File: src/rtl/mips_pkg.sv
// Shared definitions for the MIPS control slice.
// Contents:
//   state_t          - PC sequencer FSM encodings (IDLE..DONE)
//   MODE_CONT/STEP   - run-mode values sampled from i_mode at start
//   RESET_PC_DEFAULT - default PC loaded at reset and on restart
package mips_pkg;

   typedef enum logic [2:0] {
      ST_IDLE      = 3'd0,
      ST_RUN       = 3'd1,
      ST_WAIT_STEP = 3'd2,
      ST_DRAIN     = 3'd3,
      ST_DONE      = 3'd4
   } state_t;

   localparam logic MODE_CONT = 1'b0;
   localparam logic MODE_STEP = 1'b1;

   localparam int RESET_PC_DEFAULT = 0;

endpackage

File: src/rtl/pc_adder.sv
// Combinational PC incrementer.
// Ports:
//   i_pc   - current PC
//   i_cte  - constant added to the PC
//   o_sum  - i_pc + i_cte, wrapping modulo 2^len
module pc_adder #(
   parameter int len = 32
) (
   input  logic [len-1:0] i_pc,
   input  logic [len-1:0] i_cte,
   output logic [len-1:0] o_sum
);

   assign o_sum = i_pc + i_cte;

endmodule

File: src/rtl/pc_sequencer.sv
// Program-counter owner and run-mode sequencer.
// Ports:
//   i_clk, i_reset        - clock, synchronous active-high reset
//   i_start, i_mode       - start pulse; mode (0 continuous, 1 single-step)
//   i_step                - single-step advance pulse
//   i_stall               - hold PC (load-use hazard)
//   i_branch_taken/target - taken branch and its destination
//   i_jump/target         - jump and its destination
//   i_halt_detected       - halt instruction in IF/ID
//   o_pc                  - current PC
//   o_pipe_enable         - global pipeline-register enable
//   o_state               - FSM state code
//   o_cycle_count         - enabled cycles since start (saturating)
//   o_done                - high while in DONE
module pc_sequencer
   import mips_pkg::*;
#(
   parameter int             len          = 32,
   parameter logic [len-1:0] RESET_PC     = len'(RESET_PC_DEFAULT),
   parameter int             DRAIN_CYCLES = 4,
   parameter int             cnt_len      = 32
) (
   input  logic               i_clk,
   input  logic               i_reset,
   input  logic               i_start,
   input  logic               i_mode,
   input  logic               i_step,
   input  logic               i_stall,
   input  logic               i_branch_taken,
   input  logic [len-1:0]     i_branch_target,
   input  logic               i_jump,
   input  logic [len-1:0]     i_jump_target,
   input  logic               i_halt_detected,
   output logic [len-1:0]     o_pc,
   output logic               o_pipe_enable,
   output logic [2:0]         o_state,
   output logic [cnt_len-1:0] o_cycle_count,
   output logic               o_done
);

   localparam int DW = (DRAIN_CYCLES < 2) ? 1 : $clog2(DRAIN_CYCLES);

   state_t             state_reg, state_next;
   logic [len-1:0]     pc_reg, pc_next, pc_plus;
   logic [cnt_len-1:0] cycle_reg, cycle_next;
   logic [DW-1:0]      drain_reg, drain_next;
   logic               pipe_enable, done;
   logic               run_state, halt_accept, restart, drain_last;

   pc_adder #(.len(len)) u_pc_adder (
      .i_pc  (pc_reg),
      .i_cte (len'(1)),
      .o_sum (pc_plus)
   );

   assign run_state   = (state_reg == ST_RUN) || (state_reg == ST_WAIT_STEP);
   // A halt beside a taken branch is on the wrong path; beside a stall it
   // is simply retried on the next advancing cycle.
   assign halt_accept = pipe_enable && run_state && i_halt_detected
                        && !i_branch_taken && !i_stall;
   assign restart     = (state_reg == ST_DONE) && i_start;
   assign drain_last  = (drain_reg == DW'(DRAIN_CYCLES - 1));

   // State and datapath registers
   always_ff @(posedge i_clk) begin
      if (i_reset) begin
         state_reg <= ST_IDLE;
         pc_reg    <= RESET_PC;
         cycle_reg <= '0;
         drain_reg <= '0;
      end else begin
         state_reg <= state_next;
         pc_reg    <= pc_next;
         cycle_reg <= cycle_next;
         drain_reg <= drain_next;
      end
   end

   // Next-state logic
   always_comb begin
      state_next = state_reg;
      case (state_reg)
         ST_IDLE, ST_DONE: begin
            if (i_start)
               state_next = (i_mode == MODE_STEP) ? ST_WAIT_STEP : ST_RUN;
         end
         ST_RUN, ST_WAIT_STEP: begin
            if (halt_accept)
               state_next = ST_DRAIN;
         end
         ST_DRAIN: begin
            if (drain_last)
               state_next = ST_DONE;
         end
         default: state_next = ST_IDLE;
      endcase
   end

   // Outputs decoded from state
   always_comb begin
      pipe_enable = 1'b0;
      done        = 1'b0;
      case (state_reg)
         ST_RUN:       pipe_enable = 1'b1;
         ST_WAIT_STEP: pipe_enable = i_step;
         ST_DRAIN:     pipe_enable = 1'b1;
         ST_DONE:      done        = 1'b1;
         default:      pipe_enable = 1'b0;
      endcase
   end

   // Next PC, cycle counter and drain counter
   always_comb begin
      pc_next    = pc_reg;
      cycle_next = cycle_reg;
      drain_next = drain_reg;

      if (restart) begin
         pc_next = RESET_PC;
      end else if (pipe_enable && run_state) begin
         if (i_branch_taken)
            pc_next = i_branch_target;
         else if (halt_accept)
            pc_next = pc_reg;
         else if (i_jump)
            pc_next = i_jump_target;
         else if (i_stall)
            pc_next = pc_reg;
         else
            pc_next = pc_plus;
      end

      if (restart)
         cycle_next = '0;
      else if (pipe_enable && (cycle_reg != '1))
         cycle_next = cycle_reg + cnt_len'(1);

      if (halt_accept)
         drain_next = '0;
      else if (state_reg == ST_DRAIN)
         drain_next = drain_reg + DW'(1);
   end

   assign o_pc          = pc_reg;
   assign o_pipe_enable = pipe_enable;
   assign o_state       = state_reg;
   assign o_cycle_count = cycle_reg;
   assign o_done        = done;

endmodule

File: config.mk
export PLATFORM = sky130hd
export DESIGN_NAME = pc_sequencer
export DESIGN_NICKNAME = d
export VERILOG_FILES = /design/src/rtl/mips_pkg.sv /design/src/rtl/pc_adder.sv /design/src/rtl/pc_sequencer.sv
export SDC_FILE = /design/constraint.sdc
export NUM_CORES = 1
export LEC_CHECK = 0
export ABC_AREA = 0
export CORE_AREA = 2 2 83 117
export CTS_BUF_LIST = sky130_fd_sc_hd__clkbuf_4
export DETAILED_ROUTE_END_ITERATION = 8
export DIE_AREA = 0 0 85 119
export HOLD_SLACK_MARGIN = 0.12
export PLACE_DENSITY = 0.88
export SLEW_MARGIN = 20
export SYNTH_ARGS = -nofsm -noshare
export SYNTH_HDL_FRONTEND = slang
export SYNTH_SLANG_ARGS = --single-unit
File: constraint.sdc
create_clock -name i_clk -period 3.2 [get_ports i_clk]
set_clock_uncertainty 0.1 [all_clocks]
set_input_delay 0.64 -clock i_clk [delete_from_list [all_inputs] [get_ports i_clk]]
set_output_delay 0.64 -clock i_clk [all_outputs]
set_load 0.01 [all_outputs]
==> results.cfg <==
[min_path]
hold_path_class = flop to flop
hold_depth = 2

[logic_synthesis]
ys_ff_latch = 69
ys.flop_type = dfxtp_1
avgSynthCellArea_um2 = 7.645
syn_inst = 581
synth_edf_count = 0
syn_area_um2 = 4442
async_reset_ff_share_pct = 0
yosysWarningCount = 0
yosysUniqueCellTypes = 69
ys_seq_area_share_pct = 31.10
synth_nets = 657

[clock_network]
post_cts_buffers = 0
insertion_delay_ps = 450
cts_tree = yes
cts-htree-levels = 3
cts_buffer_depth = 2
numCtsBuffers = 9
hold_buffers = 0
cts_root_buffer = clkbuf_4
cts_resized = 0
path_clk_slew_ps = 120
cts_sinks = 69

[setup_path]
cp-start-kind = primary input
path_depth = 4
path_cells = clkdlybuf4s50_1 -> a21oi_1 -> nor2_1 -> clkdlybuf4s50_1
cpLargestDelayFamily = buffers and inverters
cp_max_fo = 4
worst_r2r_path_depth = 6
crit_top_cell = clkdlybuf4s50_1
slowest_delay_ps = 590
critical_path_class = primary input to output pin
cp_slowest_cell = clkdlybuf4s50_1
cp_num_buf_inv = 2
worst_ep_required_time_ps = 2460
cp.arrival_ps = 2090
crit_path_end_kind = output pin

[floorplan]
fp.dieArea_um2 = 10120
rows = 42
core_um2 = 9196
io_pins = 142
die_y_um = 119
die_x_um = 85
initial_core_util_pct = 48.30

[power]
ir_drop_mv = 0.3745
leakagePower_uw = 0.002088
power_density_nw_per_um2 = 529.0
p_total_uw = 3268

[timing]
setup_viol = 0
period_needed_ps = 2825
worst_slew_pin_slew_ps = 735.4
tns_ps = 0
hold_violations = 0
timing.hold.ws_ps = 398.1
max-slew-margin-rel_pct = 50.52
slew_violations = 0
rsz0062_at_grt = false
clock.fmax_mhz = 354.0
post-route-period-util_pct = 88.28

[status]
status = finished, final reports clean

[placed_design]
gp_congestion = 0.9548
io_buffers = 141
dp_hpwl_mm = 11.46

[route]
route.detailed.drc = 0
dr.pass1.iters = 5
wl_per_cell_um = 18.78
wirelength_mm = 15.59
vias = 5293
ant_nets = 0
vias_per_cell = 6.377
first_iter_violations = 408

[layout]
insertedDiodeCount = 0
fin_nets = 791
final_common_cell = clkdlybuf4s50_1
fin_util_pct = 67.18
layout-drive-gt1-share_pct = 7.778
areaGrowthSynthToFinish_pct = 39.10
final_cell_mix = clkdlybuf4s50_1, dfxtp_1, nand2_1

[grt]
grt_pass1_vias = 5108
antenna_found_initial = 0
grt_first_pass_wirelength_mm = 24.84
grt_max_degree = 39
track_usage_pct = 30.20
overflow = 0

[job]
max-cap-violations = 0
## cell families (layout without fill, tap and decap cells)
| family | after synthesis | in the layout | share of synthesized area, % |
|---|---|---|---|
| xor gates and xnor gates | 18 | 18 | 3.549 |
| and+or+nand+nor | 239 | 239 | 29.10 |
| adders and majority gates | 3 | 3 | 0.8452 |
| DFF | 69 | 69 | 31.10 |
| buffers and inverters | 55 | 194 | 5.042 |
| muxes | 9 | 9 | 2.056 |
| AOI/OAI and AO/OA | 188 | 188 | 28.31 |
## per-layer routing
metal / share of wire (%) / track usage (%)
met4: 4.6 / 17.16
met3: 8.3 / 5.405
met2: 50 / 53.17
met5: 0 / 0
met1: 37 / 33.46
## stage by stage
step	std cells	setup slack, ps	instance area, µm²
global placement	814	416.4	6025
global route	830	282.0	6178
CTS	830	419.6	6166
detailed placement	814	429.8	6025
floorplan	581	1120	4442
finish	830	375.0	6178
## area by class of cell
class	instances	area, µm²
sequential	69	1381
clock inverter	7	73.82
timing repair buffer	162	1607
inverter	16	60.06
clock buffer	9	67.56
multi-input combinational	457	2851
fill	779	3018
tap	110	137.6
## cell usage after synthesis, drive strengths merged, types with 3 or more instances
library cell / number / area [µm²]
dfxtp: 69 / 1381
nand2: 54 / 202.7
a21oi: 52 / 260.3
nor2: 42 / 165.2
o21ai: 37 / 185.2
clkbuf: 29 / 110.1
nand3: 28 / 140.1
or3: 21 / 132.6
nand4: 16 / 121.4
inv: 15 / 56.30
o211ai: 15 / 112.6
nor3: 12 / 65.06
xor2: 12 / 105.1
and3: 10 / 62.56
buf: 10 / 53.79
and4: 9 / 80.08
nor2b: 9 / 56.30
nor4: 9 / 71.32
and2: 8 / 50.05
mux2i: 8 / 80.08
a31oi: 7 / 43.79
a211oi: 6 / 45.04
a22o: 6 / 52.55
nand2b: 6 / 37.54
o2111ai: 6 / 52.55
o22ai: 6 / 37.54
xnor2: 6 / 52.55
a221oi: 5 / 43.79
or2: 5 / 31.28
or4: 5 / 37.54
a211o: 4 / 35.03
a311oi: 4 / 35.03
o21a: 4 / 30.03
o221ai: 4 / 35.03
o31ai: 4 / 30.03
a22oi: 3 / 22.52
a32o: 3 / 30.03
ha: 3 / 37.54
nor3b: 3 / 22.52
o211a: 3 / 30.03
## report_power, final
group	total, µW	switching, µW	leakage [µW]	internal [µW]
clock network	597	357	0.0000763	240
logic	1390	685	0.00145	701
registers	1290	273	0.000560	1010
total	3270	1320	0.00209	1950
## worst register-to-register path, delay by kind of cell (launching register included)
| family | cells | cell delay [ps] |
|---|---|---|
| AND/OR/NAND/NOR | 4 | 1330 |
| flip-flops | 1 | 440 |
| adder cells (fa/ha/maj) | 1 | 280 |
| AO/OA/AOI/OAI | 1 | 220 |
## path summary, 6_finish.rpt
check / slack, ps / end / from
setup / recovery: 370 / o_pipe_enable / i_step
hold / removal: 400 / drain_reg[1] / drain_reg[1]
setup reg to reg: 730 / o_pc[26] / o_pc[0]
hold reg to reg: 400 / drain_reg[1] / drain_reg[1]
No activity file was read; power rests on OpenSTA's default activity.
